$ cat config.mk
export PLATFORM = sky130hd
export DESIGN_NAME = ball_track
export DESIGN_NICKNAME = d
export VERILOG_FILES = /design/src/rtl/pong_pkg.sv /design/src/rtl/ball_track_step_prescaler.sv /design/src/rtl/ball_track.sv
export SDC_FILE = /design/constraint.sdc
export NUM_CORES = 1
export LEC_CHECK = 0
export CAP_MARGIN = 20
export CORE_MARGIN = 2
export CORE_UTILIZATION = 54
export CTS_CLUSTER_SIZE = 14
export DETAILED_ROUTE_END_ITERATION = 6
export HOLD_SLACK_MARGIN = 0.08
export PLACE_DENSITY = 0.79
export SKIP_LAST_GASP = 1
export SYNTH_ARGS = -nofsm -noshare
export SYNTH_HDL_FRONTEND = slang
export SYNTH_SLANG_ARGS = --single-unit
export TNS_END_PERCENT = 100
$ cat constraint.sdc
create_clock -name clk -period 2.75 [get_ports clk]
set_input_delay 0.55 -clock clk [delete_from_list [all_inputs] [get_ports clk]]
set_output_delay 0.55 -clock clk [all_outputs]
set_load 0.005 [all_outputs]
$ cat src/rtl/pong_pkg.sv
// Shared types and default constants for the Ping-Pong ball datapath.
package pong_pkg;

  typedef enum logic [1:0] {
    IDLE = 2'd0,
    UP   = 2'd1,
    DN   = 2'd2
  } state_e;

  localparam int POS_W_DEF   = 8;
  localparam int POS_MAX_DEF = 255;
  localparam int DIV_DEF     = 4;

endpackage

$ cat src/rtl/ball_track_step_prescaler.sv
// Step prescaler: counts 0..DIV-1 while enabled and flags the last count as a step.
module step_prescaler
  import pong_pkg::*;
#(
  parameter int DIV = DIV_DEF
) (
  input  logic clk,
  input  logic rst_n,
  input  logic clr,
  input  logic en,
  output logic step
);

  localparam int CW = (DIV > 1) ? $clog2(DIV) : 1;
  localparam logic [CW-1:0] LAST = CW'(DIV - 1);

  logic [CW-1:0] count_q, count_d;

  // Count is pinned at zero whenever disabled so a new rally always starts a full period.
  always_comb begin
    step    = en && (count_q == LAST);
    count_d = '0;
    if (clr) begin
      count_d = '0;
    end else if (step) begin
      count_d = '0;
    end else if (en) begin
      count_d = count_q + CW'(1);
    end else begin
      count_d = '0;
    end
  end

  // Count register.
  always_ff @(posedge clk or negedge rst_n) begin
    if (!rst_n) begin
      count_q <= '0;
    end else begin
      count_q <= count_d;
    end
  end

endmodule

$ cat src/rtl/ball_track.sv
// Ball position engine: serve, step, bounce on paddle hits, score pulse on misses.
module ball_track
  import pong_pkg::*;
#(
  parameter int POS_W   = POS_W_DEF,
  parameter int POS_MAX = POS_MAX_DEF,
  parameter int DIV     = DIV_DEF
) (
  input  logic             clk,
  input  logic             rst_n,
  input  logic             serve_l,
  input  logic             serve_r,
  input  logic             hit_l,
  input  logic             hit_r,
  output logic [POS_W-1:0] pos,
  output logic             dir,
  output logic             busy,
  output logic             score_l,
  output logic             score_r
);

  localparam logic [POS_W-1:0] P_MAX = POS_W'(POS_MAX);
  localparam logic [POS_W-1:0] P_MID = POS_W'(POS_MAX / 2);
  localparam logic [POS_W-1:0] P_ONE = POS_W'(1);

  state_e           state_q, state_d;
  logic [POS_W-1:0] pos_q, pos_d;
  logic             dir_q, dir_d;
  logic             busy_q, busy_d;
  logic             score_l_q, score_l_d;
  logic             score_r_q, score_r_d;
  logic             step;
  logic             serve_go;
  logic             run;

  assign serve_go = (state_q == IDLE) && (serve_l || serve_r);
  assign run      = (state_q != IDLE);

  step_prescaler #(.DIV(DIV)) u_prescaler (
    .clk   (clk),
    .rst_n (rst_n),
    .clr   (serve_go),
    .en    (run),
    .step  (step)
  );

  // Next-state logic; paddle inputs only matter on the step cycle at an end position.
  always_comb begin
    state_d   = state_q;
    pos_d     = pos_q;
    dir_d     = dir_q;
    score_l_d = 1'b0;
    score_r_d = 1'b0;
    case (state_q)
      IDLE: begin
        if (serve_l) begin
          pos_d   = '0;
          dir_d   = 1'b1;
          state_d = UP;
        end else if (serve_r) begin
          pos_d   = P_MAX;
          dir_d   = 1'b0;
          state_d = DN;
        end else begin
          state_d = IDLE;
        end
      end
      UP: begin
        if (!step) begin
          state_d = UP;
        end else if (pos_q < P_MAX) begin
          pos_d = pos_q + P_ONE;
        end else if (hit_r) begin
          pos_d   = P_MAX - P_ONE;
          dir_d   = 1'b0;
          state_d = DN;
        end else begin
          score_l_d = 1'b1;
          state_d   = IDLE;
        end
      end
      DN: begin
        if (!step) begin
          state_d = DN;
        end else if (pos_q > '0) begin
          pos_d = pos_q - P_ONE;
        end else if (hit_l) begin
          pos_d   = P_ONE;
          dir_d   = 1'b1;
          state_d = UP;
        end else begin
          score_r_d = 1'b1;
          state_d   = IDLE;
        end
      end
      default: begin
        state_d = IDLE;
      end
    endcase
    busy_d = (state_d != IDLE);
  end

  // State, position and output registers.
  always_ff @(posedge clk or negedge rst_n) begin
    if (!rst_n) begin
      state_q   <= IDLE;
      pos_q     <= P_MID;
      dir_q     <= 1'b1;
      busy_q    <= 1'b0;
      score_l_q <= 1'b0;
      score_r_q <= 1'b0;
    end else begin
      state_q   <= state_d;
      pos_q     <= pos_d;
      dir_q     <= dir_d;
      busy_q    <= busy_d;
      score_l_q <= score_l_d;
      score_r_q <= score_r_d;
    end
  end

  assign pos     = pos_q;
  assign dir     = dir_q;
  assign busy    = busy_q;
  assign score_l = score_l_q;
  assign score_r = score_r_q;

endmodule

* After elaboration in Yosys (flattened, before gate mapping)
Cells that the tools add are included.
** Word-level totals
- Flip-flop bits (word level) :: 16
- Bits in latches :: 0
- Memory bits (writable) :: 0
- ROM bits :: 0
- Input bits :: 6
- Word-level logic and storage cells :: 71
- Memories :: 0
** Operators by class
- Add/sub/neg operators :: 3
- $mul :: 0
- Divide/modulo/power cells :: 0
- $lt $le $gt $ge :: 2
- Eq/ne operators :: 12
- Shifts and indexed selects :: 0
- Mux-type cells :: 38
- Bitwise operators :: 0
- Reductions and logical operators :: 9
** Operators with widths (number)
- 8-bit 2-to-1 mux :: 8
- 8-bit case mux with 3 select lines :: 1
- 2-bit 2-to-1 mux :: 10
- 1-bit 2-to-1 mux :: 17
- 2-bit inequality test (second input constant) :: 6
- 3-bit inequality test (second input constant) :: 3
- 8-bit by 1-bit adder with 8-bit output (second input constant) :: 1
- 8-bit by 1-bit greater-than comparator with 1-bit output (second input constant) :: 1
- 8-bit less-than comparator (second input constant) :: 1
- 8-bit AND reduction :: 1
- 8-bit by 1-bit subtractor with 8-bit output (second input constant) :: 1
- 2-bit case mux with 3 select lines :: 1
- 6-bit AND reduction :: 1
- 2-bit equality test (second input constant) :: 2
- 2-bit nonzero test :: 2
- 1-bit case mux with 3 select lines :: 1
- 3-bit nonzero test :: 1
- 2-bit by 1-bit adder with 2-bit output (second input constant) :: 1
- 2-bit by 1-bit equality test with 1-bit output (second input constant) :: 1
- 1-bit logical AND :: 2
- 2-bit zero test :: 1
- 1-bit logical OR :: 1

* Logic depth before layout (Yosys ltp)
Gate-level depths: netlist of run 1.
- Word-level depth :: 5
- Depth in mapped cells :: 9
- Depth with buffers taken out :: 7

* Hierarchy
From an unflattened synthesis of run 1, not the netlist that was laid out.
** Unflattened totals
- Cell total of the unflattened synthesis :: 139
- Area total of the unflattened synthesis :: 1278.7 µm²
** Modules (own cells, without submodules)
- ball_track :: instances 1, cells an instance 133, area an instance 1182.4 µm²
- step_prescaler :: instances 1, cells an instance 6, area an instance 96.3 µm²

* Worst setup path after synthesis of run 1
OpenSTA, ideal clock, no wires.
- Kind :: register to register
- From :: reg pos_q[0], in the netlist pos[0]
- To :: reg pos_q[7], in the netlist pos[7]
- Arrival :: 2.048 ns
- Path slack :: 0.619 ns
- Stages on the path, launching flop included :: 9
- Buffers on the path :: 1
- Clock period less this slack :: 2.131 ns
- Cells stage by stage :: dfstp_2 -> inv_1 -> ha_1 -> or3b_2 -> nor2_4 -> a221o_1 -> buf_4 -> or2_2 -> o22ai_1
** Between the ends
- Word-level cells in the longest chain between the ends :: 4
** RTL lines
- start, declared :: RTL line ball_track.sv:27 : logic [POS_W-1:0] pos_q, pos_d;
- start signal, assigned :: RTL line ball_track.sv:114 : pos_q <= pos_d;
- 8-bit by 1-bit subtractor with 8-bit output (tied with other cells) :: RTL line ball_track.sv:86 : pos_d = pos_q - P_ONE;
- 8-bit 2-to-1 mux, on equally long branches :: RTL line ball_track.sv:85, ball_track.sv:71
- 8-bit 2-to-1 mux, on equally long branches :: RTL line ball_track.sv:83, ball_track.sv:69
- 8-bit case mux with 3 select lines :: RTL line ball_track.sv:54 : case (state_q)
Several ways; a longest one is shown, not always the timed one. The select of a mux whose other input is x is not followed.
A chain may end at the register's enable or synchronous reset.

* Worst setup path after layout of run 1
- From :: reg state_q[1]
- To :: reg pos_q[6], in the netlist pos[6]
** Between the ends
- Word-level cells in the longest chain between the ends :: 4
** RTL lines
- start, declared :: RTL line ball_track.sv:26 : state_e state_q, state_d;
- start signal, assigned :: RTL line ball_track.sv:113 : state_q <= state_d;
- 2-bit nonzero test :: RTL line ball_track.sv:37 : assign run = (state_q != IDLE);
- 1-bit logical AND :: RTL line ball_track_step_prescaler.sv:21 : step = en && (count_q == LAST);
- 2-bit inequality test (no source line)
- 6-bit AND reduction (no source line)
Several ways; a longest one is shown, not always the timed one.

==> impl_results.md, run 1 <==
* Ys async rst share at 1.00
* I/O Buffers at 17
* Starting DRT DRC Count at 61
* Worst vdd ir at 0.000808 V
* Unique masters post-synth at 44
* Top-area cell type share of the netlist area at 0.169
* Max-slew violation count at 0
* Vias/cell at 6.39
* Die Y at 52.0 um
* Core area at 2190 sq um
* Combinational share of power at 0.510
* Sw frac at 0.398
* Initial antenna violation count at 0
* Status: finished clean
* Synth area leader: dfstp_2
* Synth Area per Inst at 8.89 sq um
* Cells after Synth at 140
* Worst Clk Skew at 0.00254 ns
* Area grow syn2layout at 15.5%
* Buf/Inv on CP at 1
* CP arrival at 2.62 ns
* Ys Warns at 0
* DRT Wirelength at 2870 um
* Synth top cells by count: inv_1 (12), o21ai_0 (12), dfrtp_1 (8), dfstp_2 (8), ha_1 (8)
* Clock root cell: clkbuf_4
* Layout cells sized above 1 at 0.157
* DP HPWL at 2050 um
* Slowest CP cell: ha_1
* Synthesized area at 1240 sq um
* Htree depth at 1
* Final Hold Viols at 0
* Total I/O pin count at 18
* Worst slew pin tran at 0.690 ns
* Peak Freq at 414 MHz
* First-pass GRT wire length at 4840 um
* Max_cap viols at 0
* P_leak at 0.565 nW
* PostCTS Resize Cnt at 0
* Critical Path Start Type: register
* Total Routing Usage GR at 0.240
* Post-route ant nets at 0
* FILL cells at 182
* DRT Pass-1 Iters at 5
* Diode count at 0
* Reg power frac at 0.370
* Post-CTS Hold Fix Bufs at 0
* Met2 usage at 0.371
* Die width at 52.0 um
* Clock tree sinks at 16
* Nets at 168
* GPL Wtd Cong at 0.848
* Vias at 1156
* Fin cells at 181
* Critical path class: reg2reg
* Final min period at 2.42 ns
* CTS Buf Count at 3
* Min-delay worst type: reg2reg
* Post-Route Setup TNS at 0 ns
* GRT Max-Usage Layer: met2
* Met1 Use GR at 0.325
* CTS tree: done
* Crit-path cells: inv_1, ha_1, nor2_1, mux2i_1, a221o_1, or2_2, o21ai_0
* Vias in the first global route at 1055
* Net Count, Synth at 154
* Met3 usage at 0.0546
* Max_slew headroom at 0.538
* CTS clk-pin slew, worst paths at 0.08 ns
* Die area at 2710 sq um
* Maximum fanout along the worst path at 14
* Number of synthesized flops with an enable pin at 0
* Register bit total from synthesis at 16
* Gr ovfl total at 0
* # rows at 17
* Worst setup EP type: register
* Clk buf depth at 2
* CP required at 2.95 ns
* Drt wl/cell at 15.9 um
* Setup Buffers After CTS at 0
* Skew-Pair Late Insertion Delay at 0.28 ns
* Sequential fraction of the synthesis area at 0.330
* DRC at 0
* Clk pwr share at 0.120
* Largest net degree at the start of global routing at 17
* Top Family by Delay on Critical Path: compound AO/OA/AOI/OAI gates
* Inst Count DP at 177
* Main flop type after synthesis: dfstp_2
* Internal Dissipation at 0.000737 W
* RSZ-0062 raised after global routing: no
* Total power per unit cell area at 851 nW/um^2
* CP max stage delay at 0.49 ns
* Starting density of the core at 0.568
* Final period util at 0.879
* P_sw at 0.000487 W
* Top cells by area, synth: dfstp_2 (17%), dfrtp_1 (16%), ha_1 (8.0%)
* Finish-stage setup viols at 0
flip-flops by register name, summed over array words and instances (netlist names):
register / count
state_q: 2
u_prescaler.count_q: 2
pos: 8
dir: 1
score_l: 1
score_r: 1
busy: 1
cells by family after synthesis:
group                    count (synthesis)  share of synthesized area
AND/OR/NAND/NOR                         43                      0.190
adder cells (fa/ha/maj)                  8                     0.0804
AO/OA/AOI/OAI                           45                      0.266
XOR/XNOR                                 6                     0.0422
flip-flops                              16                      0.330
multiplexers                             2                     0.0161
buffers and inverters                   20                     0.0754
through the flow:
step / setup WS (ns) / cell area [sq um] / power [W] / hold slack (ns) / utilization
after floorplan: 0.619 / 1240 / 0.000879 / 0.254 / -
after detailed placement: 0.420 / 1400 / 0.00106 / 0.431 / 0.640
after CTS: 0.374 / 1440 / 0.00122 / 0.445 / 0.656
after global routing: 0.191 / 1440 / 0.00132 / 0.473 / 0.656
final: 0.332 / 1440 / 0.00122 / 0.442 / 0.656
after global placement: 0.482 / 1400 / 0.00104 / 0.421 / 0.640
layout by cell type (no fill, tap or decap), drive strengths merged:
master / netlist / final
a2111oi: 1 / 1
a21oi: 7 / 7
a221o: 1 / 1
a22o: 5 / 5
a31oi: 2 / 2
and3: 2 / 2
clkbuf: 1 / 4
clkdlybuf4s50: 0 / 17
dfrtp: 8 / 8
dfstp: 8 / 8
ha: 8 / 8
inv: 12 / 12
mux2i: 2 / 2
nand2: 7 / 7
nand3: 5 / 5
nand3b: 1 / 1
nand4: 2 / 2
nor2: 8 / 8
nor2b: 3 / 3
nor3: 7 / 7
nor3b: 1 / 1
nor4: 1 / 1
o211ai: 3 / 3
o21a: 4 / 4
o21ai: 13 / 13
o221ai: 2 / 2
o22ai: 2 / 2
o311a: 2 / 2
o31ai: 2 / 2
o41a: 1 / 1
or2: 2 / 2
or3: 2 / 2
or3b: 1 / 1
or4: 1 / 1
xnor2: 3 / 3
xor2: 3 / 3
power groups by stage:
stage	clock network (W)	registers [W]	logic, W
4_1_cts	0.000152	0.000448	0.000621
3_3_place_gp	0	0.000447	0.000597
2_1_floorplan	0	0.000396	0.000483
3_5_place_dp	0	0.000453	0.000608
6_report	0.000147	0.000452	0.000624
5_1_grt	0.000163	0.000466	0.000687
routing by layer:
| metal | up-vias | share of wire |
|---|---|---|
| li1 | 534 | - |
| met1 | 550 | 0.43 |
| met5 | - | 0 |
| met4 | 0 | 0.010 |
| met3 | 4 | 0.098 |
| met2 | 68 | 0.46 |
final cells by class:
type | instances | area (sq um) | share of cell area
multi-input cells | 104 | 741 | 0.515
flip-flops and latches | 16 | 410 | 0.285
repair buffers | 17 | 170 | 0.118
inverters | 12 | 45.0 | 0.0313
clock buffers | 4 | 36.3 | 0.0252
well taps | 28 | 35.0 | 0.0244
worst paths after layout:
| check | from | end | slack [ns] | cells after the start |
|---|---|---|---|---|
| min in group asynchronous | rst_n | u_prescaler.count_q[1]$_DFF_PN0_ | 0.68 | 1 |
| max in group asynchronous | rst_n | state_q[0]$_DFF_PN0_ | 1.63 | 1 |
| max reg2reg | state_q[1]$_DFF_PN0_ | pos[6]$_DFFE_PN1P_ | 0.33 | 7 |
| max | state_q[1]$_DFF_PN0_ | pos[6]$_DFFE_PN1P_ | 0.33 | 7 |
| min reg2reg | u_prescaler.count_q[0]$_DFF_PN0_ | u_prescaler.count_q[0]$_DFF_PN0_ | 0.44 | 1 |
| min | u_prescaler.count_q[0]$_DFF_PN0_ | u_prescaler.count_q[0]$_DFF_PN0_ | 0.44 | 1 |
Power figures use the tool's default switching activity.
==> inputs of run 2 (changes only) <==
--- a/config.mk
+++ b/config.mk
@@ -6,7 +6,6 @@
 export NUM_CORES = 1
 export LEC_CHECK = 0
 export CAP_MARGIN = 20
-export CORE_MARGIN = 2
 export CORE_UTILIZATION = 54
 export CTS_CLUSTER_SIZE = 14
 export DETAILED_ROUTE_END_ITERATION = 6
==> run 2 against run 1 <==
  * Wire length down 5.6%
  * Critical path depth unchanged
  * Worst setup slack better by 0.057 ns
  * Worst hold slack worse by 0.0034 ns
  * Clock power up 3%
  * Largest cell class unchanged
  * Global-route usage up 1.1 points
  * Via count down 2.9%
  * Sequential share of layout area unchanged
  * Sequential power about the same
  * Highest routed layer unchanged
  * Combinational power down 1%
  * Final area unchanged
==> impl_results.md, run 2 (synthesized netlist as in run 1, its figures left out) <==
* Status: finished clean
* Max_slew headroom at 0.520
* Total I/O pin count at 18
* Internal Dissipation at 0.000736 W
* Setup Buffers After CTS at 0
* PostCTS Resize Cnt at 0
* Fin area at 1440 sq um
* Min-delay worst type: reg2reg
* DRT Pass-1 Iters at 4
* Inst Count DP at 177
* Htree depth at 1
* Max reg flops at 8
* Combinational share of power at 0.507
* Vias/cell at 6.20
* P_leak at 0.565 nW
* Nets at 168
* Clock tree sinks at 16
* Worst setup EP type: register
* Max_cap viols at 0
* CTS clk-pin slew, worst paths at 0.08 ns
* Maximum fanout along the worst path at 10
* Post-CTS Hold Fix Bufs at 0
* # rows at 17
* Drt wl/cell at 15.0 um
* Clk buf depth at 2
* Area grow syn2layout at 15.5%
* Starting density of the core at 0.568
* Initial antenna violation count at 0
* Peak Freq at 424 MHz
* Worst Clk Skew at 0.000963 ns
* CP arrival at 2.57 ns
* Finish-stage setup viols at 0
* GPL Wtd Cong at 0.926
* Final Hold Viols at 0
* Reg-to-reg startpoint: state_q[0]$_DFF_PN0_
* Reg-to-reg slack, setup at 0.39 ns
* Vias at 1123
* DP HPWL at 1980 um
* Clock root cell: clkbuf_4
* Skew-Pair Late Insertion Delay at 0.29 ns
* Gr ovfl total at 0
* Largest net degree at the start of global routing at 17
* Die width at 50.0 um
* Placed cell areas at 1400 sq um
* Diode count at 0
* Final period util at 0.859
* Worst setup margin at 0.389 ns
* Reg power frac at 0.369
* RSZ-0062 raised after global routing: no
* CP required at 2.96 ns
* Die area at 2500 sq um
* CTS tree: done
* Most common cell after layout, fill and taps aside: clkdlybuf4s50_1
* Final min period at 2.36 ns
* Worst vdd ir at 0.000673 V
* I/O Buffers at 17
* Clk pwr share at 0.125
* Origin of the worst min-delay path: u_prescaler.count_q[0]$_DFF_PN0_
* Core area at 2190 sq um
* Crit. Startpoint: state_q[0]$_DFF_PN0_
* DRT Wirelength at 2710 um
* Post-route ant nets at 0
* Die Y at 50.0 um
* Critical path class: reg2reg
* Critical Path Start Type: register
* DRC at 0
* Total power per unit cell area at 847 nW/um^2
* First-pass GRT wire length at 4660 um
* Max-slew violation count at 0
* Layout cells sized above 1 at 0.157
* Sw frac at 0.395
* Worst slew pin tran at 0.718 ns
* Fin cells at 181
* Total Routing Usage GR at 0.251
* CTS Buf Count at 3
* Starting DRT DRC Count at 49
* P_sw at 0.000481 W
* Most frequent cells in the layout: clkdlybuf4s50_1 (17), inv_1 (12), o21ai_0 (12)
* Total Power at 0.00122 W
* Place WS at 0.407 ns
* Vias in the first global route at 1032
* Post-Route Setup TNS at 0 ns
-- run 2: routing by layer --
metal | share of wire | routed length [um] | track usage
met5 | 0 | 0 | 0
met4 | 0.0089 | 24 | 0.100
met3 | 0.083 | 226 | 0.0679
met2 | 0.47 | 1260 | 0.373
met1 | 0.44 | 1200 | 0.340
-- run 2: power groups by stage --
stage | combinational, W | clock, W | sequential, W
6_report | 0.000617 | 0.000152 | 0.000449
2_1_floorplan | 0.000483 | 0 | 0.000396
3_5_place_dp | 0.000606 | 0 | 0.000451
4_1_cts | 0.000616 | 0.000158 | 0.000447
5_1_grt | 0.000681 | 0.000172 | 0.000467
3_3_place_gp | 0.000594 | 0 | 0.000447
-- run 2: final cells by class --
class / instances / area, sq um
clock buffers: 4 / 36.3
fillers: 183 / 753
inverters: 12 / 45.0
multi-input cells: 104 / 741
flip-flops and latches: 16 / 410
well taps: 28 / 35.0
repair buffers: 17 / 170
-- run 2: worst paths after layout --
path	to	cells after the start
setup / recovery	pos[2]$_DFFE_PN1P_	7
min in group asynchronous	u_prescaler.count_q[1]$_DFF_PN0_	1
setup reg to reg	pos[2]$_DFFE_PN1P_	7
hold / removal	u_prescaler.count_q[0]$_DFF_PN0_	1
hold reg to reg	u_prescaler.count_q[0]$_DFF_PN0_	1
max in group asynchronous	busy$_DFF_PN0_	1
-- run 2: stage by stage --
stage          hold slack, ns   util
6_report                0.439  0.656
5_1_grt                 0.468  0.656
4_1_cts                 0.447  0.656
3_5_place_dp            0.434  0.640
3_3_place_gp            0.421  0.640
2_1_floorplan           0.254      -
-- run 2: critical path: stages (launching register included) --
cell	delay [ns]
dfrtp_1	0.40
inv_1	0.10
ha_1	0.27
nor2b_1	0.33
mux2i_1	0.18
a221o_1	0.43
or2_2	0.36
o21ai_0	0.20
